## src/rtl/step_dir_pkg.sv

```systemverilog
// step_dir_pkg: shared types and helpers for the step/direction decoder.
//   state_e   : decoder motion state
//   DEF_*     : default parameter values
//   sat_inc32 : 32-bit increment that sticks at all-ones
package step_dir_pkg;
  typedef enum logic [1:0] {ST_IDLE, ST_FIRST, ST_RUN} state_e;

  localparam int unsigned DEF_SYNC_STAGES = 2;
  localparam int unsigned DEF_MIN_PULSE   = 4;
  localparam int unsigned DEF_TIMEOUT     = 5_000_000;

  function automatic logic [31:0] sat_inc32(input logic [31:0] v);
    return (&v) ? v : v + 32'd1;
  endfunction
endpackage

```

## src/rtl/step_input_sync.sv

```systemverilog
// step_input_sync: multi-flop synchronizer with rise/fall detect.
//   clk, reset : clock, synchronous active-high reset
//   d_i        : asynchronous input
//   q_o        : synchronized level
//   rise_o     : 1-cycle pulse on synchronized 0->1
//   fall_o     : 1-cycle pulse on synchronized 1->0
//   valid_o    : q_o reflects a real input sample (pipeline filled since reset)
module step_input_sync #(
  parameter int STAGES = 2
) (
  input  logic clk,
  input  logic reset,
  input  logic d_i,
  output logic q_o,
  output logic rise_o,
  output logic fall_o,
  output logic valid_o
);
  logic [STAGES-1:0] sync_q;
  logic [STAGES-1:0] fill_q;
  logic              prev_q;

  always_ff @(posedge clk) begin
    if (reset) begin
      sync_q <= '0;
      fill_q <= '0;
      prev_q <= 1'b0;
    end else begin
      sync_q <= {sync_q[STAGES-2:0], d_i};
      // Tracks how far the first post-reset sample has travelled, so the
      // reset value of the flops is never mistaken for a real low level.
      fill_q <= {fill_q[STAGES-2:0], 1'b1};
      prev_q <= sync_q[STAGES-1];
    end
  end

  assign q_o     = sync_q[STAGES-1];
  assign rise_o  = q_o & ~prev_q;
  assign fall_o  = ~q_o & prev_q;
  assign valid_o = fill_q[STAGES-1];
endmodule

```

## src/rtl/step_dir_decoder.sv

```systemverilog
// step_dir_decoder: decodes a STEP/DIR pair into position, step count and
// step period; flags short STEP pulses and overspeed.
//   clk, reset      : clock, synchronous active-high reset
//   step_in, dir_in : asynchronous STEP (rise = step) and DIR (0 = positive)
//   dir_inversion   : flips the direction sense
//   clear_pos       : zero position and step_count
//   err_clear       : clear sticky errors
//   min_period      : overspeed threshold in clk cycles, 0 disables
//   step_strobe     : 1-cycle pulse per accepted step
//   position        : signed position
//   step_count      : saturating accepted-step count
//   period/period_valid : last rise-to-rise interval and its update pulse
//   moving          : state is FIRST or RUN
//   glitch_err, overspeed_err : sticky error flags
module step_dir_decoder
  import step_dir_pkg::*;
#(
  parameter int POS_W       = 32,
  parameter int PERIOD_W    = 32,
  parameter int SYNC_STAGES = DEF_SYNC_STAGES,
  parameter int MIN_PULSE   = DEF_MIN_PULSE,
  parameter int TIMEOUT     = DEF_TIMEOUT
) (
  input  logic                    clk,
  input  logic                    reset,
  input  logic                    step_in,
  input  logic                    dir_in,
  input  logic                    dir_inversion,
  input  logic                    clear_pos,
  input  logic                    err_clear,
  input  logic [PERIOD_W-1:0]     min_period,
  output logic                    step_strobe,
  output logic signed [POS_W-1:0] position,
  output logic [31:0]             step_count,
  output logic [PERIOD_W-1:0]     period,
  output logic                    period_valid,
  output logic                    moving,
  output logic                    glitch_err,
  output logic                    overspeed_err
);
  localparam int HW = $clog2(MIN_PULSE + 1);

  logic step_q, step_rise, step_fall, step_valid;
  logic dir_q, dir_rise_unused, dir_fall_unused, dir_valid_unused;

  step_input_sync #(.STAGES(SYNC_STAGES)) u_step_sync (
    .clk(clk), .reset(reset), .d_i(step_in),
    .q_o(step_q), .rise_o(step_rise), .fall_o(step_fall), .valid_o(step_valid));

  step_input_sync #(.STAGES(SYNC_STAGES)) u_dir_sync (
    .clk(clk), .reset(reset), .d_i(dir_in),
    .q_o(dir_q), .rise_o(dir_rise_unused), .fall_o(dir_fall_unused),
    .valid_o(dir_valid_unused));

  state_e                    state_q, state_d;
  logic                      armed_q, pend_q, dir_eff_q;
  logic [HW-1:0]             cnt_q;
  logic [PERIOD_W-1:0]       per_cnt_q, per_cnt_d;
  logic signed [POS_W-1:0]   pos_q, pos_d, pos_base;
  logic [31:0]               cnt_steps_q, cnt_steps_d;
  logic [PERIOD_W-1:0]       period_q;
  logic                      strobe_q, pv_q, glitch_q, ovs_q;

  logic          rise_ok, accept, dir_use, new_period;
  logic [HW-1:0] cur;

  always_comb begin
    rise_ok  = step_rise & armed_q;
    // Number of consecutive high cycles including the current one.
    cur      = rise_ok ? HW'(1) : cnt_q + HW'(1);
    accept   = step_q & (rise_ok | pend_q) & (cur == HW'(MIN_PULSE));
    dir_use  = rise_ok ? (dir_q ^ dir_inversion) : dir_eff_q;
    new_period = accept & (state_q != ST_IDLE);

    // The accept cycle is the first cycle of the next interval.
    per_cnt_d = accept ? PERIOD_W'(1)
              : ((&per_cnt_q) ? per_cnt_q : per_cnt_q + PERIOD_W'(1));

    // clear_pos is applied before a coincident step.
    pos_base    = clear_pos ? '0 : pos_q;
    pos_d       = pos_base;
    cnt_steps_d = clear_pos ? 32'd0 : cnt_steps_q;
    if (accept) begin
      pos_d       = dir_use ? pos_base - POS_W'(1) : pos_base + POS_W'(1);
      cnt_steps_d = sat_inc32(cnt_steps_d);
    end

    state_d = state_q;
    case (state_q)
      ST_IDLE:  if (accept) state_d = ST_FIRST;
      ST_FIRST, ST_RUN: begin
        if (accept)                                 state_d = ST_RUN;
        else if (per_cnt_q == PERIOD_W'(TIMEOUT))   state_d = ST_IDLE;
      end
      default:  state_d = ST_IDLE;
    endcase
  end

  always_ff @(posedge clk) begin
    if (reset) begin
      state_q     <= ST_IDLE;
      armed_q     <= 1'b0;
      pend_q      <= 1'b0;
      dir_eff_q   <= 1'b0;
      cnt_q       <= '0;
      per_cnt_q   <= '0;
      pos_q       <= '0;
      cnt_steps_q <= '0;
      period_q    <= '0;
      strobe_q    <= 1'b0;
      pv_q        <= 1'b0;
      glitch_q    <= 1'b0;
      ovs_q       <= 1'b0;
    end else begin
      state_q     <= state_d;
      // Arm only once a genuine low has been seen, so a STEP held high
      // through reset is not counted.
      if (step_valid && !step_q) armed_q <= 1'b1;
      if (rise_ok) dir_eff_q <= dir_q ^ dir_inversion;
      if (accept) begin
        pend_q <= 1'b0;
      end else if (rise_ok) begin
        pend_q <= 1'b1;
        cnt_q  <= cur;
      end else if (pend_q && step_q) begin
        cnt_q  <= cur;
      end else if (step_fall) begin
        pend_q <= 1'b0;
      end
      per_cnt_q   <= per_cnt_d;
      pos_q       <= pos_d;
      cnt_steps_q <= cnt_steps_d;
      strobe_q    <= accept;
      pv_q        <= new_period;
      if (new_period) period_q <= per_cnt_q;
      glitch_q <= (glitch_q & ~err_clear) | (step_fall & pend_q);
      ovs_q    <= (ovs_q & ~err_clear)
                | (new_period && (min_period != '0) && (per_cnt_q < min_period));
    end
  end

  assign step_strobe   = strobe_q;
  assign position      = pos_q;
  assign step_count    = cnt_steps_q;
  assign period        = period_q;
  assign period_valid  = pv_q;
  assign moving        = (state_q != ST_IDLE);
  assign glitch_err    = glitch_q;
  assign overspeed_err = ovs_q;
endmodule

```

## config.mk

```make
export PLATFORM = sky130hd
export DESIGN_NAME = step_dir_decoder
export DESIGN_NICKNAME = d
export VERILOG_FILES = /design/src/rtl/step_dir_pkg.sv /design/src/rtl/step_input_sync.sv /design/src/rtl/step_dir_decoder.sv
export SDC_FILE = /design/constraint.sdc
export NUM_CORES = 1
export LEC_CHECK = 0
export ABC_AREA = 1
export CORE_ASPECT_RATIO = 1.1
export CORE_MARGIN = 8
export CORE_UTILIZATION = 30
export DETAILED_ROUTE_END_ITERATION = 16
export PLACE_DENSITY = 0.52
export SLEW_MARGIN = 20
export SYNTH_ARGS = -nofsm -noshare
export SYNTH_HDL_FRONTEND = slang
export SYNTH_SLANG_ARGS = --single-unit
export TNS_END_PERCENT = 100
```

## constraint.sdc

```tcl
create_clock -name clk -period 6.15 [get_ports clk]
set_clock_uncertainty 0.15 [all_clocks]
set_input_delay 0.615 -clock clk [delete_from_list [all_inputs] [get_ports clk]]
set_output_delay 0.615 -clock clk [all_outputs]
set_load 0.05 [all_outputs]
```

==> results of run 1 <==
[area by class of cell]
cell class / count / share of cell area, %
clock buffer: 17 / 3.38
multi-input combinational: 1167 / 48.2
tap: 438 / 4.35
clock inverter: 14 / 1.09
inverter: 271 / 8.09
sequential: 147 / 23.4
timing repair buffer: 148 / 11.5
[power by group]
part	total [W]	switching [W]	internal [W]	leakage, nW
logic	0.000117	0.0000728	0.0000440	4.28
registers	0.000960	0.00000415	0.000956	1.19
clock network	0.00104	0.000503	0.000535	0.271
total	0.00212	0.000580	0.00154	5.73
[state kept, by name, indices dropped and copies added (netlist names)]
signal / flops
dir_eff_q: 1
u_dir_sync.sync_q: 2
overspeed_err: 1
period: 32
state_q: 2
pend_q: 1
cnt_q: 3
armed_q: 1
position: 32
step_count: 32
step_strobe: 1
u_step_sync.fill_q: 2
period_valid: 1
per_cnt_q: 32
glitch_err: 1
u_step_sync.prev_q: 1
u_step_sync.sync_q: 2
[worst paths after layout]
| check | startpoint | endpoint | slack [ns] | cells past startpoint |
|---|---|---|---|---|
| setup / recovery | clear_pos | position[18] | 2.39 | 20 |
| hold / removal | u_step_sync.fill_q[0] | u_step_sync.fill_q[1] | 0.25 | 2 |
| setup reg to reg | cnt_q[0] | period[28] | 2.67 | 8 |
| hold reg to reg | u_step_sync.fill_q[0] | u_step_sync.fill_q[1] | 0.25 | 2 |
[cell usage in the layout (no fill, tap or decap), drive strengths merged, types with 3 or more instances in the layout]
cell type      instances
nand2                425
inv                  277
nor2                 172
dfxtp                147
clkdlybuf4s50        138
o21ai                123
a21oi                110
nand3                 90
ha                    52
nor3                  47
xor2                  37
nand4                 35
nor4                  22
clkbuf                17
xnor2                 12
buf                   10
nand3b                 7
clkinv                 6
a41oi                  5
or2                    4
o211ai                 3
and2                   3
o22ai                  3
nor3b                  3
[tightest hold or removal path, cell delays in order (launching register included)]
cell and delay [ns]:
dfxtp_1 0.30, inv_1 0.04, nor2_1 0.03
[stage by stage]
stage,utilization (%),power (W)
2_1_floorplan,-,0.00105
3_3_place_gp,35.4,0.00110
3_5_place_dp,35.4,0.00110
4_1_cts,37.1,0.00214
5_1_grt,37.1,0.00219
6_report,37.1,0.00212
[kinds of logic after synthesis]
family / Yosys count
compound gates: 255
simple gates: 811
fa+ha+maj: 52
flops: 147
buf+inv: 315
xor+xnor: 49
[per-layer routing]
layer,vias to the layer above,wire [µm]
met2,226,16400
met4,0,791
met1,4844,15800
li1,5489,-
met3,42,1450
met5,-,0
==> results.md, run 1 <==
* Drt drc at 0
* EDFF count, synth at 0
* Core area at around 0.034 mm²
* Resized cells post-CTS at 0
* Post-DR vias/cell at approximately 4.8
* Max Slew Vio Count at 0
* Starting Density at a little under a third
* Antenna Violating Nets Remaining at 0
* Max Cap Viol at 0
* Synth warn at 0
* P per Cell Area at 168 mW/mm²
* Max clock buf depth at 2
* Most frequent CP cell: nand2_1
* Reg clk slew, reported paths at ~0.070 ns
* HP Class: reg -> reg
* Post-synth top flop: dfxtp_1
* # setup viols final at 0
* Mapped Area at roughly 0.010 mm²
* Ant diodes at 0
* Drt pass-1 iters at 5
* Multi-input gate area at a little over 0.006 mm²
* CTS Sinks at ~150
* Largest net degree at the start of global routing at between 50 and 60
* DR iter-0 viols at roughly 670
* Setup TNS at 0 ns
* Syn avg cell area at ~6.3 µm²
* Compound-Gate Fraction of Synth Area at about an eighth
* Worst Path Buf+Inv at 6
* FF+latch count, synth at ~150
* Critical path data arrival time at 3.94 ns
* Worst path required time at about 6.3 ns
* Largest cells by area after synthesis: dfxtp_1, nand2_1, inv_1, ha_1, nor2_1
* Post-CTS Hold Fix Bufs at 0
* Syn Inst Count at between 1500 and 2000
* First-pass GRT wire length at about 56 mm
* Commonest cells post-synth: nand2_1, inv_1, nor2_1, dfxtp_1, a21oi_1
* Sequential-to-total area share from yosys stat at between 20 and 30%
* Die X-Extent at slightly below 200 µm
* Largest family of logic cells by synthesized area: simple AND/OR/NAND/NOR gates
* Root buffer cell: clkbuf_16
* Post-synth top area share at between 20% and 30%
* Final GP Congestion at roughly 0.94
* Total congestion overflow at 0
* Largest delay share family, worst path: buffers and inverters
* Slew at the pin closest to its max-slew limit at between 1 and 1.5 ns
* Slew HR at ~30%
* Synth area leader: dfxtp_1
* Post-Layout Cell Count at roughly 2200
* H-tree Lvls at 4
* Setup Fix Bufs, Post-CTS at 0
* Xor and xnor area share after synthesis at ~4.2%
* Final-layout fill cell count at ~3700
* Layout Nets at ~1800
* Worst-path cell chain: clkdlybuf4s50_1 -> buf_4 -> clkinv_2 -> nand2_1 -> inv_1 -> nand3_1 -> nand2_1 -> inv_1 -> ha_1 -> inv_1 -> nand2_1 -> nand2_1 -> o21bai_2 -> nand2_1 -> nand2_1 -> nand2_1 -> nand2_1 -> nand2_1 -> nand3_1 -> nand2_1
* Period Utilization, post-route at approximately 60%
* Syn nets at roughly 1700
* Placed standard-cell area at approximately 0.012 mm²
* Netlist cell types at 53
* Ports at between 100 and 150
* Initial antenna violation count at 0
* Simple-gate portion of the synthesized area at 35.3%
* CTS tree: done
* M2 GR Usage at around 30%
* Routed WL at between 30 and 40 mm
* Maximum vdd drop at about 0.00017 V
* Worst-skew pair later-pin latency at 0.44 ns
* RSZ-0062 raised after global routing: no
* Worst setup SP type: primary input
* Site row count at 71
* Met3 GRT Util at about 2.8%
* Dpl hpwl at about 27 mm
* Routed WL per cell at 15.7 µm
* Crit-path max FO at 38
* Global route hottest layer: met2
* Hold_ws at 0.249 ns
* Multiplexer area fraction after synthesis at 0%
* Placed Cells at between 2000 and 2500
* Vias at ~11000
* Post-route design area at 0.0126 mm²
* Vias in the first global route at around 10000
* Place WS at between 1.5 and 2 ns
* Fin crit period at between 3 and 4 ns
* Final Hold Vio Count at 0
* Crit. End Element: flip-flop
* Fraction of registers with async set/reset at 0%
* Num CTS Buffers at 17
* Status: finished clean
* Slowest-stage cell, CP: clkinv_2
* Leak Pwr at 5.73 nW
* PnR worst setup slack at 2.39 ns
* M1 GR Usage at 21.6%
* Port bufs at 139
* Post-Synth Adder-Cell Area at 6.34%
* FMAX at about 270 MHz
* Chip height at roughly 210 µm
* Area growth, synth to finish at 22.6%
* Total track usage at 17.2%
* Most frequent cell after synthesis: nand2_1
* Slowest stage delay, CP at around 0.64 ns
* Register area at 0.00294 mm²
* Layout cells sized above 1 at between 6 and 7%
* Die footprint at between 0.04 and 0.05 mm²
* Crit Path Class: in -> reg
Power figures use the tool's default switching activity.
==> run 2, diff against run 1 <==
==> constraint.sdc (replaced) <==
create_clock -name clk -period 3.8 [get_ports clk]
set_clock_uncertainty 0.15 [all_clocks]
set_input_delay 0.38 -clock clk [delete_from_list [all_inputs] [get_ports clk]]
set_output_delay 0.38 -clock clk [all_outputs]
set_load 0.05 [all_outputs]
==> results.md, run 2 (synthesized netlist as in run 1, its figures left out) <==
* Commonest non-fill, non-tap cell in the layout: nand2_1 (unchanged)
* Max Slew Vio Count at 0 (unchanged)
* Chip height at 210 µm (unchanged)
* Worst-skew pair later-pin latency at 0.44 ns (about the same)
* Worst Hold Launch: u_step_sync.fill_q[0] (unchanged)
* Leak Pwr at 5.82 nW (was 5.73 nW)
* Port bufs at 139 (unchanged)
* Part of the power in combinational logic at 5.4% (was 5.5%)
* Layout cells sized above 1 at 6.93% (was 6.41%)
* Total congestion overflow at 0 (unchanged)
* Vias at 10700 (was 10600)
* Slew HR at 55.0% (was 30.0%)
* Final GP Congestion at 0.904 (was 0.938)
* Status: finished clean (unchanged)
* Max clock buf depth at 2 (unchanged)
* Area growth, synth to finish at 24.1% (was 22.6%)
* Antenna Violating Nets Remaining at 0 (unchanged)
* Site row count at 71 (unchanged)
* Int Power at 0.00269 W (was 0.00154 W)
* H-tree Lvls at 4 (unchanged)
* Hold path cells at 2 (unchanged)
* Ports at 140 (unchanged)
* Drt drc at 0 (unchanged)
* Crit Path Class: in -> reg (unchanged)
* Root buffer cell: clkbuf_16 (unchanged)
* Total track usage at 17.8% (was 17.2%)
* RR Endpoint: position[29] (was period[28])
* Setup Fix Bufs, Post-CTS at 0 (unchanged)
* Final Hold Vio Count at 0 (unchanged)
* RSZ-0062 raised after global routing: no (unchanged)
* Dpl hpwl at 27.9 mm (was 26.8 mm)
* Worst path required time at 3.97 ns (was 6.33 ns)
* Resized cells post-CTS at 0 (unchanged)
* CTS Sinks at 147 (unchanged)
* Sw power at 0.000952 W (was 0.000580 W)
* Die X-Extent at 192 µm (unchanged)
* Crit. End Element: flip-flop (unchanged)
* Core area at 0.0339 mm² (unchanged)
* Fin crit period at about 3 ns
* Hold EP: u_step_sync.fill_q[1] (unchanged)
* Maximum vdd drop at 0.000310 V (was 0.000172 V)
* Die footprint at 0.0404 mm² (unchanged)
* Routed WL at 35.6 mm (was 34.5 mm)
* Worst setup SP type: primary input (unchanged)
* Vias in the first global route at 10600 (was 10500)
* First-pass GRT wire length at 57.6 mm (was 55.6 mm)
* Critical path data arrival time at 3.16 ns (was 3.94 ns)
* Max Cap Viol at 0 (unchanged)
* Largest net degree at the start of global routing at 40 (was 54)
* Num CTS Buffers at 17 (unchanged)
* Reg2reg start: u_step_sync.sync_q[1] (was cnt_q[0])
* # setup viols final at 0 (unchanged)
* Reg2Reg Depth at 14 (was 8)
* Starting Density at 30.3% (unchanged)
* Period Utilization, post-route at about four fifths
* Clock Power Share at 51.9% (was 49.1%)
* FMAX at 335 MHz
* Post-CTS Hold Fix Bufs at 0 (unchanged)
* Reg clk slew, reported paths at 0.07 ns (about the same)
* Post-Layout Cell Count at 2212 (was 2202)
* Sequential share of power at 42.6% (was 45.4%)
* Layout Nets at 1852 (was 1843)
* Ant diodes at 0 (unchanged)
* Routed WL per cell at 16.1 µm (was 15.7 µm)
* Setup TNS at 0 ns (unchanged)
* Initial antenna violation count at 0 (unchanged)
* Total Power at 0.00364 W (was 0.00212 W)
* DR iter-0 viols at 664 (was 666)
* Slew at the pin closest to its max-slew limit at 0.673 ns (was 1.05 ns)
* R2R Setup Slk at 0.83 ns (was 2.67 ns)
* Post-DR vias/cell at 4.82 (was 4.81)
* Most frequent cells in the layout: nand2_1, inv_1, nor2_1 (unchanged)
* Placed Cells at 2180 (was 2171)
* P per Cell Area at 286 mW/mm² (was 168 mW/mm²)
* Crit-path max FO at 12 (was 38)
* Drt pass-1 iters at 5 (unchanged)
* Sw Share at 26.1% (was 27.4%)
* CTS tree: done (unchanged)
* HP Class: reg -> reg (unchanged)
## run 2: how the worst max path moves through the flow
| stage | slack, ns | depth (start not counted) | from | to |
|---|---|---|---|---|
| after floorplan | 1.13 | 16 | clear_pos | position[31] |
| after CTS | 0.77 | 13 | u_step_sync.sync_q[1] | position[27] |
| after detailed placement | 0.36 | 21 | dir_inversion | position[27] |
| after global routing | 0.48 | 7 | cnt_q[0] | period[7] |
| final | 0.82 | 16 | dir_inversion | position[22] |
| after global placement | 0.37 | 15 | dir_inversion | position[27] |
## run 2: area by class of cell
class	count	area [µm²]
Tap cell	438	548
Timing Repair Buffer	157	1530
Multi-Input combinational cell	1167	6060
Fill cell	3712	21200
Inverter	271	1020
Clock inverter	15	210
Clock buffer	17	425
Sequential cell	147	2940
## run 2: power by group through the flow
stage | clock [W] | combinational, W | sequential (W)
6_report | 0.00189 | 0.000198 | 0.00155
5_1_grt | 0.00199 | 0.000222 | 0.00155
4_1_cts | 0.00193 | 0.000200 | 0.00155
3_5_place_dp | 0 | 0.000199 | 0.00159
3_3_place_gp | 0 | 0.000198 | 0.00159
2_1_floorplan | 0 | 0.000118 | 0.00159
## run 2: worst max-delay path, cell delays in order
cell and delay, ns:
clkdlybuf4s50_1 0.50, inv_1 0.07, nand2_1 0.05, nand2_1 0.06
nand2_2 0.12, nand2_2 0.23, ha_1 0.49, nand2_1 0.15
nor2_1 0.17, inv_1 0.10, nor3_2 0.29, nand3_1 0.23
nand4_1 0.13, nand2_1 0.06, nand2_1 0.05, nand2_1 0.05
## run 2: through the flow
| step | setup slack, ns | util [%] | hold WS, ns | instance area (µm²) |
|---|---|---|---|---|
| final | 0.817 | 37.6 | 0.254 | 12700 |
| after global routing | 0.478 | 37.6 | 0.280 | 12700 |
| after CTS | 0.772 | 37.6 | 0.256 | 12700 |
| after detailed placement | 0.365 | 35.7 | 0.245 | 12100 |
| after global placement | 0.366 | 35.7 | 0.242 | 12100 |
| after floorplan | 1.13 | - | 0.238 | 10300 |
## run 2: per-layer routing
metal / wire [µm] / vias up / GRT usage [%]
met5: 0 / - / 0
met4: 804 / 0 / 5.64
met3: 1760 / 46 / 3.14
met2: 16800 / 265 / 30.0
met1: 16300 / 4845 / 22.7
li1: - / 5497 / -
